**src/rtl/xps_pkg.sv**
```systemverilog
// Shared types and helpers for the xor_parity_sched block.
//   state_e : FSM encoding for the scheduler (idle / shifting / result cycle)
//   id_w()  : width of a requester index for a given requester count
package xps_pkg;

  typedef enum logic [1:0] {
    StIdle  = 2'd0,
    StShift = 2'd1,
    StDone  = 2'd2
  } state_e;

  // Index width for n requesters, never less than one bit.
  function automatic int unsigned id_w(input int unsigned n);
    return (n > 1) ? $clog2(n) : 1;
  endfunction

endpackage

```
**src/rtl/rr_pick.sv**
```systemverilog
// Combinational round-robin picker.
// Scans last_i+1, last_i+2, ... (mod NREQ) and selects the first set request.
// Ports:
//   req_i   : request vector
//   last_i  : index of the most recently granted requester
//   gnt_o   : one-hot selection (all zero when no request)
//   idx_o   : index of the selected requester
//   valid_o : at least one request present
module rr_pick
  import xps_pkg::*;
#(
  parameter int unsigned NREQ = 4,
  parameter int unsigned IdW  = id_w(NREQ)
) (
  input  logic [NREQ-1:0] req_i,
  input  logic [IdW-1:0]  last_i,
  output logic [NREQ-1:0] gnt_o,
  output logic [IdW-1:0]  idx_o,
  output logic            valid_o
);

  logic           found;
  logic [IdW-1:0] pos;

  always_comb begin
    gnt_o   = '0;
    idx_o   = '0;
    found   = 1'b0;
    pos     = '0;
    // i runs 1..NREQ so the last granted requester is checked last.
    for (int unsigned i = 1; i <= NREQ; i++) begin
      pos = IdW'((32'(last_i) + i) % NREQ);
      if (!found && req_i[pos]) begin
        found      = 1'b1;
        gnt_o[pos] = 1'b1;
        idx_o      = pos;
      end
    end
    valid_o = found;
  end

endmodule

```
**src/rtl/xor_cmos.sv**
```systemverilog
// Two-input XOR cell. Behavioural stand-in for the transistor-level xor_cmos
// cell so that the scheduler can be simulated and linted on its own.
// Ports:
//   a_i, b_i : operands
//   y_o      : a_i ^ b_i
module xor_cmos (
  input  logic a_i,
  input  logic b_i,
  output logic y_o
);

  assign y_o = a_i ^ b_i;

endmodule

```
**src/rtl/xor_parity_sched.sv**
```systemverilog
// Round-robin scheduler sharing one bit-serial XOR parity datapath among NREQ
// requesters. A granted word is captured, shifted LSB-first through an
// accumulator built on the xor_cmos cell, and the parity is returned together
// with the requester index.
//
// Build option: XPS_ODD_PARITY_EN -- when defined the accumulator starts at 1,
// giving odd parity (~^word); otherwise even parity (^word). Timing identical.
//
// Ports:
//   clk        : rising-edge clock
//   rst        : asynchronous active-high reset
//   req        : per-requester request level
//   data       : word i at data[i*WIDTH +: WIDTH]
//   gnt        : one-hot, one-cycle grant; the granted word is captured that cycle
//   busy       : high from the grant cycle through the done cycle
//   done       : one-cycle result pulse
//   done_id    : index of the requester just served (held until next done)
//   parity_out : parity of the served word (held until next done)
module xor_parity_sched
  import xps_pkg::*;
#(
  parameter int unsigned NREQ  = 4,
  parameter int unsigned WIDTH = 8
) (
  input  logic                     clk,
  input  logic                     rst,
  input  logic [NREQ-1:0]          req,
  input  logic [NREQ*WIDTH-1:0]    data,
  output logic [NREQ-1:0]          gnt,
  output logic                     busy,
  output logic                     done,
  output logic [$clog2(NREQ)-1:0]  done_id,
  output logic                     parity_out
);

  localparam int unsigned IdW  = id_w(NREQ);
  localparam int unsigned CntW = $clog2(WIDTH + 1);

`ifdef XPS_ODD_PARITY_EN
  localparam logic AccInit = 1'b1;
`else
  localparam logic AccInit = 1'b0;
`endif

  state_e           state_q, state_d;
  logic [WIDTH-1:0] shreg_q, shreg_d;
  logic             acc_q, acc_d;
  logic [CntW-1:0]  cnt_q, cnt_d;
  logic [IdW-1:0]   last_q, last_d;
  logic [IdW-1:0]   id_q, id_d;
  logic             par_q, par_d;

  logic [NREQ-1:0]  pick_gnt;
  logic [IdW-1:0]   pick_idx;
  logic             pick_valid;
  logic             acc_upd;

  rr_pick #(
    .NREQ (NREQ),
    .IdW  (IdW)
  ) u_rr_pick (
    .req_i   (req),
    .last_i  (last_q),
    .gnt_o   (pick_gnt),
    .idx_o   (pick_idx),
    .valid_o (pick_valid)
  );

  xor_cmos u_xor (
    .a_i (acc_q),
    .b_i (shreg_q[0]),
    .y_o (acc_upd)
  );

  always_comb begin
    state_d = state_q;
    shreg_d = shreg_q;
    acc_d   = acc_q;
    cnt_d   = cnt_q;
    last_d  = last_q;
    id_d    = id_q;
    par_d   = par_q;
    gnt     = '0;
    busy    = 1'b0;
    done    = 1'b0;
    unique case (state_q)
      StIdle: begin
        // gnt is combinational from req, so mask it while reset is asserted.
        if (pick_valid && !rst) begin
          gnt     = pick_gnt;
          busy    = 1'b1;
          shreg_d = data[pick_idx*WIDTH +: WIDTH];
          acc_d   = AccInit;
          cnt_d   = CntW'(WIDTH);
          last_d  = pick_idx;
          state_d = StShift;
        end
      end
      StShift: begin
        busy    = 1'b1;
        acc_d   = acc_upd;
        shreg_d = shreg_q >> 1;
        cnt_d   = cnt_q - CntW'(1);
        if (cnt_q == CntW'(1)) begin
          // Result registers load on the final bit so they are valid in StDone.
          par_d   = acc_upd;
          id_d    = last_q;
          state_d = StDone;
        end
      end
      StDone: begin
        busy    = 1'b1;
        done    = 1'b1;
        state_d = StIdle;
      end
      default: state_d = StIdle;
    endcase
  end

  always_ff @(posedge clk or posedge rst) begin
    if (rst) begin
      state_q <= StIdle;
      shreg_q <= '0;
      acc_q   <= 1'b0;
      cnt_q   <= '0;
      last_q  <= IdW'(NREQ - 1);
      id_q    <= '0;
      par_q   <= 1'b0;
    end else begin
      state_q <= state_d;
      shreg_q <= shreg_d;
      acc_q   <= acc_d;
      cnt_q   <= cnt_d;
      last_q  <= last_d;
      id_q    <= id_d;
      par_q   <= par_d;
    end
  end

  assign done_id    = id_q;
  assign parity_out = par_q;

endmodule

```
**config.mk**
```make
export PLATFORM = sky130hd
export DESIGN_NAME = xor_parity_sched
export DESIGN_NICKNAME = d
export VERILOG_FILES = /design/src/rtl/xps_pkg.sv /design/src/rtl/rr_pick.sv /design/src/rtl/xor_cmos.sv /design/src/rtl/xor_parity_sched.sv
export SDC_FILE = /design/constraint.sdc
export NUM_CORES = 1
export LEC_CHECK = 0
export CAP_MARGIN = 10
export CORE_MARGIN = 3
export CORE_UTILIZATION = 43
export CTS_BUF_LIST = sky130_fd_sc_hd__clkbuf_8 sky130_fd_sc_hd__clkbuf_16
export CTS_CLUSTER_DIAMETER = 150
export DETAILED_ROUTE_END_ITERATION = 7
export GPL_ROUTABILITY_DRIVEN = 0
export GPL_TIMING_DRIVEN = 0
export PLACE_DENSITY_LB_ADDON = 0.25
export SYNTH_ARGS = -nofsm -noshare
export SYNTH_HDL_FRONTEND = slang
export SYNTH_SLANG_ARGS = --single-unit
export TNS_END_PERCENT = 50
```
**constraint.sdc**
```tcl
create_clock -name clk -period 2.4 [get_ports clk]
set_input_delay 0.36 -clock clk [delete_from_list [all_inputs] [get_ports clk]]
set_output_delay 0.36 -clock clk [all_outputs]
set_load 0.02 [all_outputs]
```
==> flow_summary.ini <==
[cts]
clkSlewWorstSetupHoldPaths_ns = 0.07
clkSinkCount = 20
ctsHoldBuffers = 0
tritoncts = built
cts_root_buf = clkbuf_8
clock_path_buffers = 2
ctsHtreeMaxLevel = 1
cts_buffers = 3
clock_latency_ns = 0.26

[sta]
rsz0062_at_grt = true
finalWorstSetupSlack_ns = -0.206
clock_skew_ns = 0.00454
period_minus_slack_ns = 2.61
post-route-period-util_pct = 109
setup_viol = 4
whs_ns = 0.511
drv_slew = 0
fmax_mhz = 384
hold_viol = 0
tightest_slew_ns = 0.783
slew_headroom_pct = 47.8

[cells_and_area]
utilization_pct = 64.6
finalNetCount = 331
area_delta_synth_final_pct = 40.1
antenna_cells = 0
drive_gt1_share_pct = 22.7
instances_no_fill = 328

[detailed_routing]
via_count = 1848
drt_iter0_markers = 127
dr.pass1.iters = 4
ant_nets = 0
drc = 0
wl_um = 4900
post_drt_wl_per_cell_um = 14.9
avgViaCountPerCell = 5.63

[synthesis]
yosys.area.top_type = dfrtp_1
synthAdderAreaFrac_pct = 9.23
synth_simple_gate_area_share_pct = 15.7
synth_nets = 268
synthArstFlopShare_pct = 100
synth.top_cell.area_share_pct = 23.7
synth_top_family_by_area = compound AO/OA/AOI/OAI gates
netlist_instances = 216
synth_compound_area_share_pct = 24.3
synthFlopType = dfrtp_1
syn_area_per_cell_um2 = 8.79
ys_ff_latch = 20
synth_area_leaders = dfrtp_1, mux2i_1, ha_1
synth_cell_types = 54
ys_seq_area_share_pct = 26.5
synth_area_mm2 = 0.00190
synth_xor_area_share_pct = 0.923
yosysMostFrequentCell = mux2i_1
synthMuxAreaShare_pct = 15.1
synth-edff-count = 0
synthTopCellsByCount = mux2i_1, nor2_1, dfrtp_1
synth_warnings = 0

[global_route]
grt_pass1_wl_um = 7710
antenna_found_initial = 0
grt_util_all_layers_pct = 17.9
grt_max_degree = 21
grt_pass1_vias = 1734
grt-ovfl-total = 0

[die]
die_area_mm2 = 0.00525
core_area_mm2 = 0.00412
fp-row-count = 23
initial_utilization_pct = 46.1
die_h_um = 72.4
boundaryPins = 47
dieWidth_um = 72.4

[worst_setup_path]
startpoint_type = input pin
worstPathMaxFanout = 10
critPathMaxStageDelay_ns = 0.48
slowest_stage = mux4_2
crit_required_ns = 2.04
path_class = input pin to primary output
critPathCaptureType = primary output
cp.arrival_ns = 2.25
worstPathCellList = clkdlybuf4s50_1 -> buf_6 -> mux4_2 -> a211o_4 -> nor2_1 -> o22ai_1 -> a21oi_2 -> buf_4

[worst_hold_path]
hold_class = flip-flop to flip-flop

[power]
power.total_mw = 3.66
switchingPower_mw = 1.70
p_seq_share_pct = 17.6
p_comb_share_pct = 76.3
intPower_mw = 1.96
power_switching_share_pct = 46.4
pwr_density_cell_mw_per_mm2 = 1380
p_leak_nw = 1.14
vdd_drop_max_mv = 0.802
p_clk_share_pct = 6.1

[placement]
io_buffers = 45
dp_cells = 311
dp_hpwl_um = 3320

[status]
violations = negative setup slack
status = finished with violations

[job]
cap_violations = 0
==> metal layers <==
metal	routed length (um)	part of all wire, %	vias up	global-route usage [%]
met2	2400	49	43	30.3
met5	0	0	-	0
met1	2270	46	885	24.7
met3	181	3.7	4	2.63
met4	51	1.0	0	2.87
li1	-	-	916	-
==> worst paths after layout <==
check	from	end	slack, ns	depth (start not counted)
worst max-delay path	req[3]	gnt[3]	-0.21	8
worst min-delay path	done_id[0]	done_id[0]	0.51	1
worst max register to register	last_q[0]	shreg_q[6]	0.06	9
worst min register to register	done_id[0]	done_id[0]	0.51	1
max in group asynchronous	rst	acc_q	1.31	2
min in group asynchronous	rst	done_id[0]	0.60	2
==> stage by stage <==
stage	TNS, ns	instance area, um2	worst slack, ns
2_1_floorplan	0	1920	0.00590
3_3_place_gp	-5.81	2440	-0.829
3_5_place_dp	-5.91	2440	-0.850
4_1_cts	-0.891	2590	-0.228
5_1_grt	-1.67	2660	-0.328
6_report	-0.783	2660	-0.206
==> critical path, delay by kind of cell <==
family	cells	cell delay, ns
AOI/OAI and AO/OA	3	0.56
buffers and inverters	3	0.76
and+or+nand+nor	1	0.10
muxes	1	0.48
==> cell usage in the layout, fill, tap and decap left out, types with 2 or more instances in the layout <==
cell	count
a221oi_1	5
o221ai_1	6
buf_2	2
nand2b_1	5
a221o_1	2
clkdlybuf4s50_1	40
a21oi_1	11
nand3_1	5
ha_1	13
mux2i_1	22
a32oi_1	2
inv_1	16
nand2_1	12
a21o_2	3
clkbuf_8	3
o21ai_0	8
nor2_1	18
nor2_2	2
dfrtp_1	18
xnor2_1	2
nand3b_1	2
o22ai_1	3
a21oi_2	5
nor3_1	2
mux2_2	3
clkbuf_1	4
buf_6	5
o221ai_2	2
dfstp_2	2
or3_1	2
buf_4	18
==> kinds of logic (layout without fill, tap and decap cells) <==
| family | after synthesis | count (layout) |
|---|---|---|
| simple gates | 59 | 59 |
| xor+xnor | 2 | 2 |
| fa+ha+maj | 14 | 14 |
| buf+inv | 31 | 93 |
| flops | 20 | 20 |
| compound gates | 63 | 63 |
| mux | 27 | 27 |
==> power by group through the flow <==
stage	logic, mW	registers [mW]	clock network, mW
2_1_floorplan	1.86	0.667	0
3_3_place_gp	2.38	0.666	0
3_5_place_dp	2.41	0.675	0
4_1_cts	2.63	0.649	0.229
5_1_grt	3.07	0.667	0.245
6_report	2.79	0.643	0.223
==> flip-flops by register name, summed over array words and instances (netlist names) <==
signal	count
parity_out	1
state_q	2
shreg_q	8
done_id	2
last_q	2
cnt_q	4
acc_q	1
==> repair_timing <==
action / in CTS / in global routing
gates resized for setup: 33 / 12
endpoints found under the hold margin: 0 / 0
setup buffers: 9 / 5
gates cloned: 0 / 0
pin swaps: 12 / 8
setup endpoints to repair: 13 / 13
==> final cells by class <==
class                           instances  area (um2)
Inverter                               17        66.3
Clock inverter                          1        3.75
Multi-Input combinational cell        165        1330
Timing Repair Buffer                   59         548
Buffer                                 13         101
Fill cell                             365        1460
Tap cell                               50        62.6
Sequential cell                        20         503
Clock buffer                            3        41.3
No activity file was read; power rests on OpenSTA's default activity.
==> RTL edit 1, RTL diff (config.mk and constraints unchanged) <==
Encoding of `state_e`: now one-hot (3 bits for 3 states).
--- a/src/rtl/xps_pkg.sv
+++ b/src/rtl/xps_pkg.sv
@@ -3,10 +3,10 @@
 //   id_w()  : width of a requester index for a given requester count
 package xps_pkg;
 
-  typedef enum logic [1:0] {
-    StIdle  = 2'd0,
-    StShift = 2'd1,
-    StDone  = 2'd2
+  typedef enum logic [2:0] {
+    StIdle  = 3'b001,
+    StShift = 3'b010,
+    StDone  = 3'b100
   } state_e;
 
   // Index width for n requesters, never less than one bit.
Function: same outputs for any inputs over 4 cycles, from zero or initial values and one cycle with rst high; so few cycles prove little.
==> RTL edit 1 against the original RTL <==
The flow still finishes with violations (negative setup slack); combinational power shrank 18%; setup slack lost 0.028 ns; design area shrank 7.2%; sequential cell count grew 1; critical path depth shrank 1; hold slack lost 0.032 ns; utilization shrank 0.58 points; register-to-register slack lost 0.19 ns; synthesized cell count shrank 12%; total power shrank 14%; area after synthesis shrank 5.4%; routed wire length shrank 7.4%; critical path type is now reg -> out; critical endpoint is now gnt[1].
==> RTL edit 1: results (changes against the original RTL) <==
Status - complete, but fails checks
Failing checks - negative setup slack
Net Count, Synth - 239 (-11%)
Hpwl dp - 3246 um (-2.2%)
Largest fanout on the critical path - 5 (-5)
Worst Clk Skew - 0.008050 ns (+0.003513 ns)
Crit-path max cell delay - 0.57 ns (+0.09 ns)
Largest registers - shreg_q x8, cnt_q x4, state_q x3
Leakage dissipation - 0.001084 uW (-4.9%)
Slew @ Worst Pin - 0.8017 ns (+0.01896 ns)
GRT Util Overall - 18.39% (+0.47 points)
Drt first pass iters - 4 (unchanged)
I/O Buffers - 42 (-6.7%)
Routed vias - 1,672 (-9.5%)
Clk Latency, worst-skew pair - 0.27 ns
Setup WS post-layout - -0.2345 ns (-0.02843 ns)
Dpl ws - -0.8631 ns (-0.01311 ns)
Worst ir drop on vdd - 541.7 uV (-32%)
First-pass GRT wire length - 7562 um (-1.9%)
Mux contribution to synthesized area - 8.711% (-6.4 points)
Post-Synth Adder-Cell Area - 6.969% (-2.3 points)
CP arrival - 2.27 ns (+0.02 ns)
Setup Viol. Count Final - 12 (+8)
Share of post-route cells with drive strength above 1 - 25.20% (+2.5 points)
Post-Synth XOR/XNOR Area - 0.9756% (+0.053 points)
Internal power - 1744 uW (-11%)
Largest net degree at the start of global routing - 22 (+4.8%)
Wirelength, routed - 4540 um (-7.4%)
Switching Fraction - 44.63% (-1.8 points)
Hold Crit Start - cnt_q[3]
Synth Area in Compound Gates - 28.01% (+3.7 points)
Drt initial violations - 88 (-31%)
Nets - 299 (-9.7%)
Largest cells by area after synthesis - dfrtp_1, ha_1, mux2i_1, buf_6, dfstp_2
Seq/Total Area, Yosys - 29.48% (+3.0 points)
Slowest-stage cell, CP - dfstp_2
Post-Route Setup TNS - -1.682 ns (-0.8991 ns)
Commonest cells in the netlist - dfrtp_1, nand2_1, inv_1
Post-synthesis cell type count - 46 (-15%)
==> RTL edit 1: cell count changes after synthesis, moves of 5 or more <==
cell / change
mux2i_1: -13
nand2_1: +5
nor2_1: -8
buf_6: +6
nor2b_1: +8
a21oi_1: -9
a31oi_1: +8
a221oi_1: -5
nand2b_1: -5
clkbuf_1: -5
==> RTL edit 1: final cells by class <==
cell class                 instances  area, sq um
buffer                            10        97.59
clock buffer                       3        41.29
clock inverter                     1        5.005
fill                             362         1385
inverter                          14        62.56
multi-input combinational        145         1159
sequential                        21        529.3
tap                               48        60.06
timing repair buffer              56        514.2
==> RTL edit 1: metrics by stage <==
step	instances	util [%]	area, sq um	hold WS, ns
floorplan	191	-	1829	0.3343
global placement	281	59.94	2310	0.4656
detailed placement	281	59.94	2310	0.4742
CTS	296	63.83	2460	0.4847
global route	298	64.06	2469	0.4994
finish	298	64.06	2469	0.4796
==> RTL edit 1: path summary, 6_finish.rpt <==
path,endpoint,slack (ns),depth (start not counted)
setup reg to reg,shreg_q[3],-0.13,10
max in group asynchronous,done_id[1],1.32,2
hold reg to reg,cnt_q[3],0.48,1
setup / recovery,gnt[1],-0.23,7
min in group asynchronous,acc_q,0.58,2
hold / removal,cnt_q[3],0.48,1
==> RTL edit 1: timing repair <==
action,CTS,global route
pin swaps,10,2
setup endpoints to repair,14,13
resized for setup,30,2
buffers inserted,12,2
==> RTL edit 1: power groups by stage <==
| stage | clock network [uW] | registers, uW | logic, uW |
|---|---|---|---|
| 2_1_floorplan | 0 | 650 | 1510 |
| 3_3_place_gp | 0 | 661 | 1950 |
| 3_5_place_dp | 0 | 665 | 1960 |
| 4_1_cts | 241 | 631 | 2240 |
| 5_1_grt | 258 | 654 | 2470 |
| 6_report | 237 | 631 | 2280 |
==> RTL edit 1: logic make-up after synthesis <==
family,after synthesis
compound gates,63
fa+ha+maj,10
xor+xnor,2
flops,21
simple gates,57
mux,13
buf+inv,25
==> RTL edit 1: layer usage <==
metal | vias up | share of wire [%] | track usage (%)
met1 | 783 | 43 | 23.81
li1 | 835 | - | -
met5 | - | 0 | 0
met4 | 0 | 1.1 | 5.010
met2 | 49 | 51 | 32.74
met3 | 5 | 4.3 | 1.705
==> RTL edit 1: worst max-delay path, delay by kind of cell, from the launching register on <==
kind,cells,cell delay (ns)
buffers and inverters,2,0.27
multiplexers,1,0.51
flip-flops,1,0.57
AND/OR/NAND/NOR,1,0.13
AO/OA/AOI/OAI,3,0.53
==> RTL edit 2, RTL diff (same settings) <==
Without the edit above. Set the parameter `WIDTH` to 4 (it was 8).
--- a/src/rtl/xor_parity_sched.sv
+++ b/src/rtl/xor_parity_sched.sv
@@ -20,7 +20,7 @@
   import xps_pkg::*;
 #(
   parameter int unsigned NREQ  = 4,
-  parameter int unsigned WIDTH = 8
+  parameter int unsigned WIDTH = 4
 ) (
   input  logic                     clk,
   input  logic                     rst,
Ports: changed (resized data); port bits go from 47 to 31. No check against the original RTL was run, so the function may have changed too.
==> RTL edit 2 against the original RTL <==
The flow still finishes with violations (negative setup slack); non-clock buffer count is 18 lower; design area fell by 20%; total power decreased by 9.0%; sequential cell count down 5; routed wire length decreased by 17%; area after synthesis decreased by 28%; hold slack worse by 0.035 ns; setup slack worse by 0.27 ns; critical endpoint is now gnt[1]; highest routed layer unchanged.
==> RTL edit 2: results (changes against the original RTL) <==
Status - complete, but fails checks
Failing checks - negative setup slack
Vias in the first global route - 1,326 (-24%)
CP arrival - 2.51 ns (+0.26 ns)
Inverters - 11 (-6)
Mux contribution to synthesized area - 12.02% (-3.1 points)
Post-Synth XOR/XNOR Area - 1.284% (+0.36 points)
Met1 GRT Util - 23.24% (-1.4 points)
Worst ir drop on vdd - 804.6 uV (+0.36%)
Net Count, Synth - 184 (-31%)
Setup WS post-layout - -0.4722 ns (-0.2662 ns)
Nets - 238 (-28%)
Setup Viol. Count Final - 17 (+13)
Largest registers - shreg_q x4, cnt_q x3
Fillers - 214 (-41%)
Crit-path max cell delay - 0.60 ns (+0.12 ns)
Seq/Total Area, Yosys - 27.71% (+1.2 points)
Top delay family on crit path - flip-flops
Synth-to-layout area growth - 55.60%
CP Class - reg -> out
Routed WL per cell - 16.69 um (+12%)
I/O Buffers - 30 (-33%)
Met1 WL - 1709 um (-25%)
Multi-input logic area - 0.001096 sq mm (-18%)
Mean Syn Cell Area - 9.215 sq um (+4.9%)
Non-clock buffers - 54 (-25%)
Clk cell area share - 2.182% (+0.49 points)
Largest cells by area after synthesis - dfrtp_1, ha_1, mux4_2, dfstp_2, nor2_1
Share of post-route cells with drive strength above 1 - 35.82% (+13 points)
Synth Area in Compound Gates - 26.97% (+2.6 points)
Worst Clk Skew - 0.008992 ns (+0.004456 ns)
Largest net degree at the start of global routing - 16 (-24%)
#MultiIn Comb - 117 (-29%)
Leakage dissipation - 0.0008708 uW (-24%)
Met3 Usage GRT - 1.261% (-1.4 points)
Relative slew slack - 60.44% (+13 points)
Post-synthesis cell type count - 39 (-28%)
Seq cells - 15 (-25%)
Placed cell area - 0.001807 sq mm (-26%)
Hpwl dp - 2534 um (-24%)
Post-Synth Adder-Cell Area - 12.84% (+3.6 points)
Drt initial violations - 57 (-55%)
## RTL edit 2: changes by cell type after synthesis, moves of 4 or more
cell      change
mux2i_1      -19
dfrtp_1       -5
o21ai_1       +4
o221ai_1      -8
a21oi_1       -8
inv_1         -5
a22oi_1       +4
nor2_1        -9
## RTL edit 2: through the flow
stage / std cells / power (uW) / util (%)
CTS: 239 / 3071 / 71.03
detailed placement: 220 / 2448 / 62.81
floorplan: 148 / 1984 / -
global placement: 220 / 2365 / 62.81
global route: 243 / 3537 / 73.77
finish: 243 / 3330 / 73.77
## RTL edit 2: final timing paths
check / to / slack (ns) / cells after the start
max: gnt[1] / -0.47 / 9
min: done_id[0] / 0.48 / 2
max reg2reg: shreg_q[1] / -0.39 / 10
min reg2reg: done_id[0] / 0.48 / 2
max in group asynchronous: state_q[0] / 1.49 / 2
min in group asynchronous: state_q[1] / 0.52 / 2
## RTL edit 2: timing repair
item,4_1_cts,5_1_grt
buffers inserted,15,5
resized for setup,51,11
pin swaps,16,11
cloned,1,0
hold endpoints to repair,0,0
endpoints found under the setup margin,17,17
## RTL edit 2: cells by family (layout without fill, tap and decap cells)
family	Yosys count	after routing
AO/OA/AOI/OAI	49	49
XOR/XNOR	2	2
flip-flops	15	15
AND/OR/NAND/NOR	41	41
multiplexers	11	11
buffers and inverters	16	69
adder cells (fa/ha/maj)	14	14
## RTL edit 2: worst reg2reg max path, stage by stage (launching register included)
cell and delay (ns):
dfstp_2 0.60, clkinvlp_4 0.13, ha_4 0.29, mux4_2 0.32, buf_4 0.17, o41ai_4 0.35
buf_4 0.19, buf_8 0.13, nand2_8 0.07, a32oi_2 0.26, o211ai_1 0.14
## RTL edit 2: power breakdown
part | switching, uW | internal (uW)
clock network | 88.0 | 115
logic | 1390 | 1240
registers | 113 | 384
total | 1590 | 1740
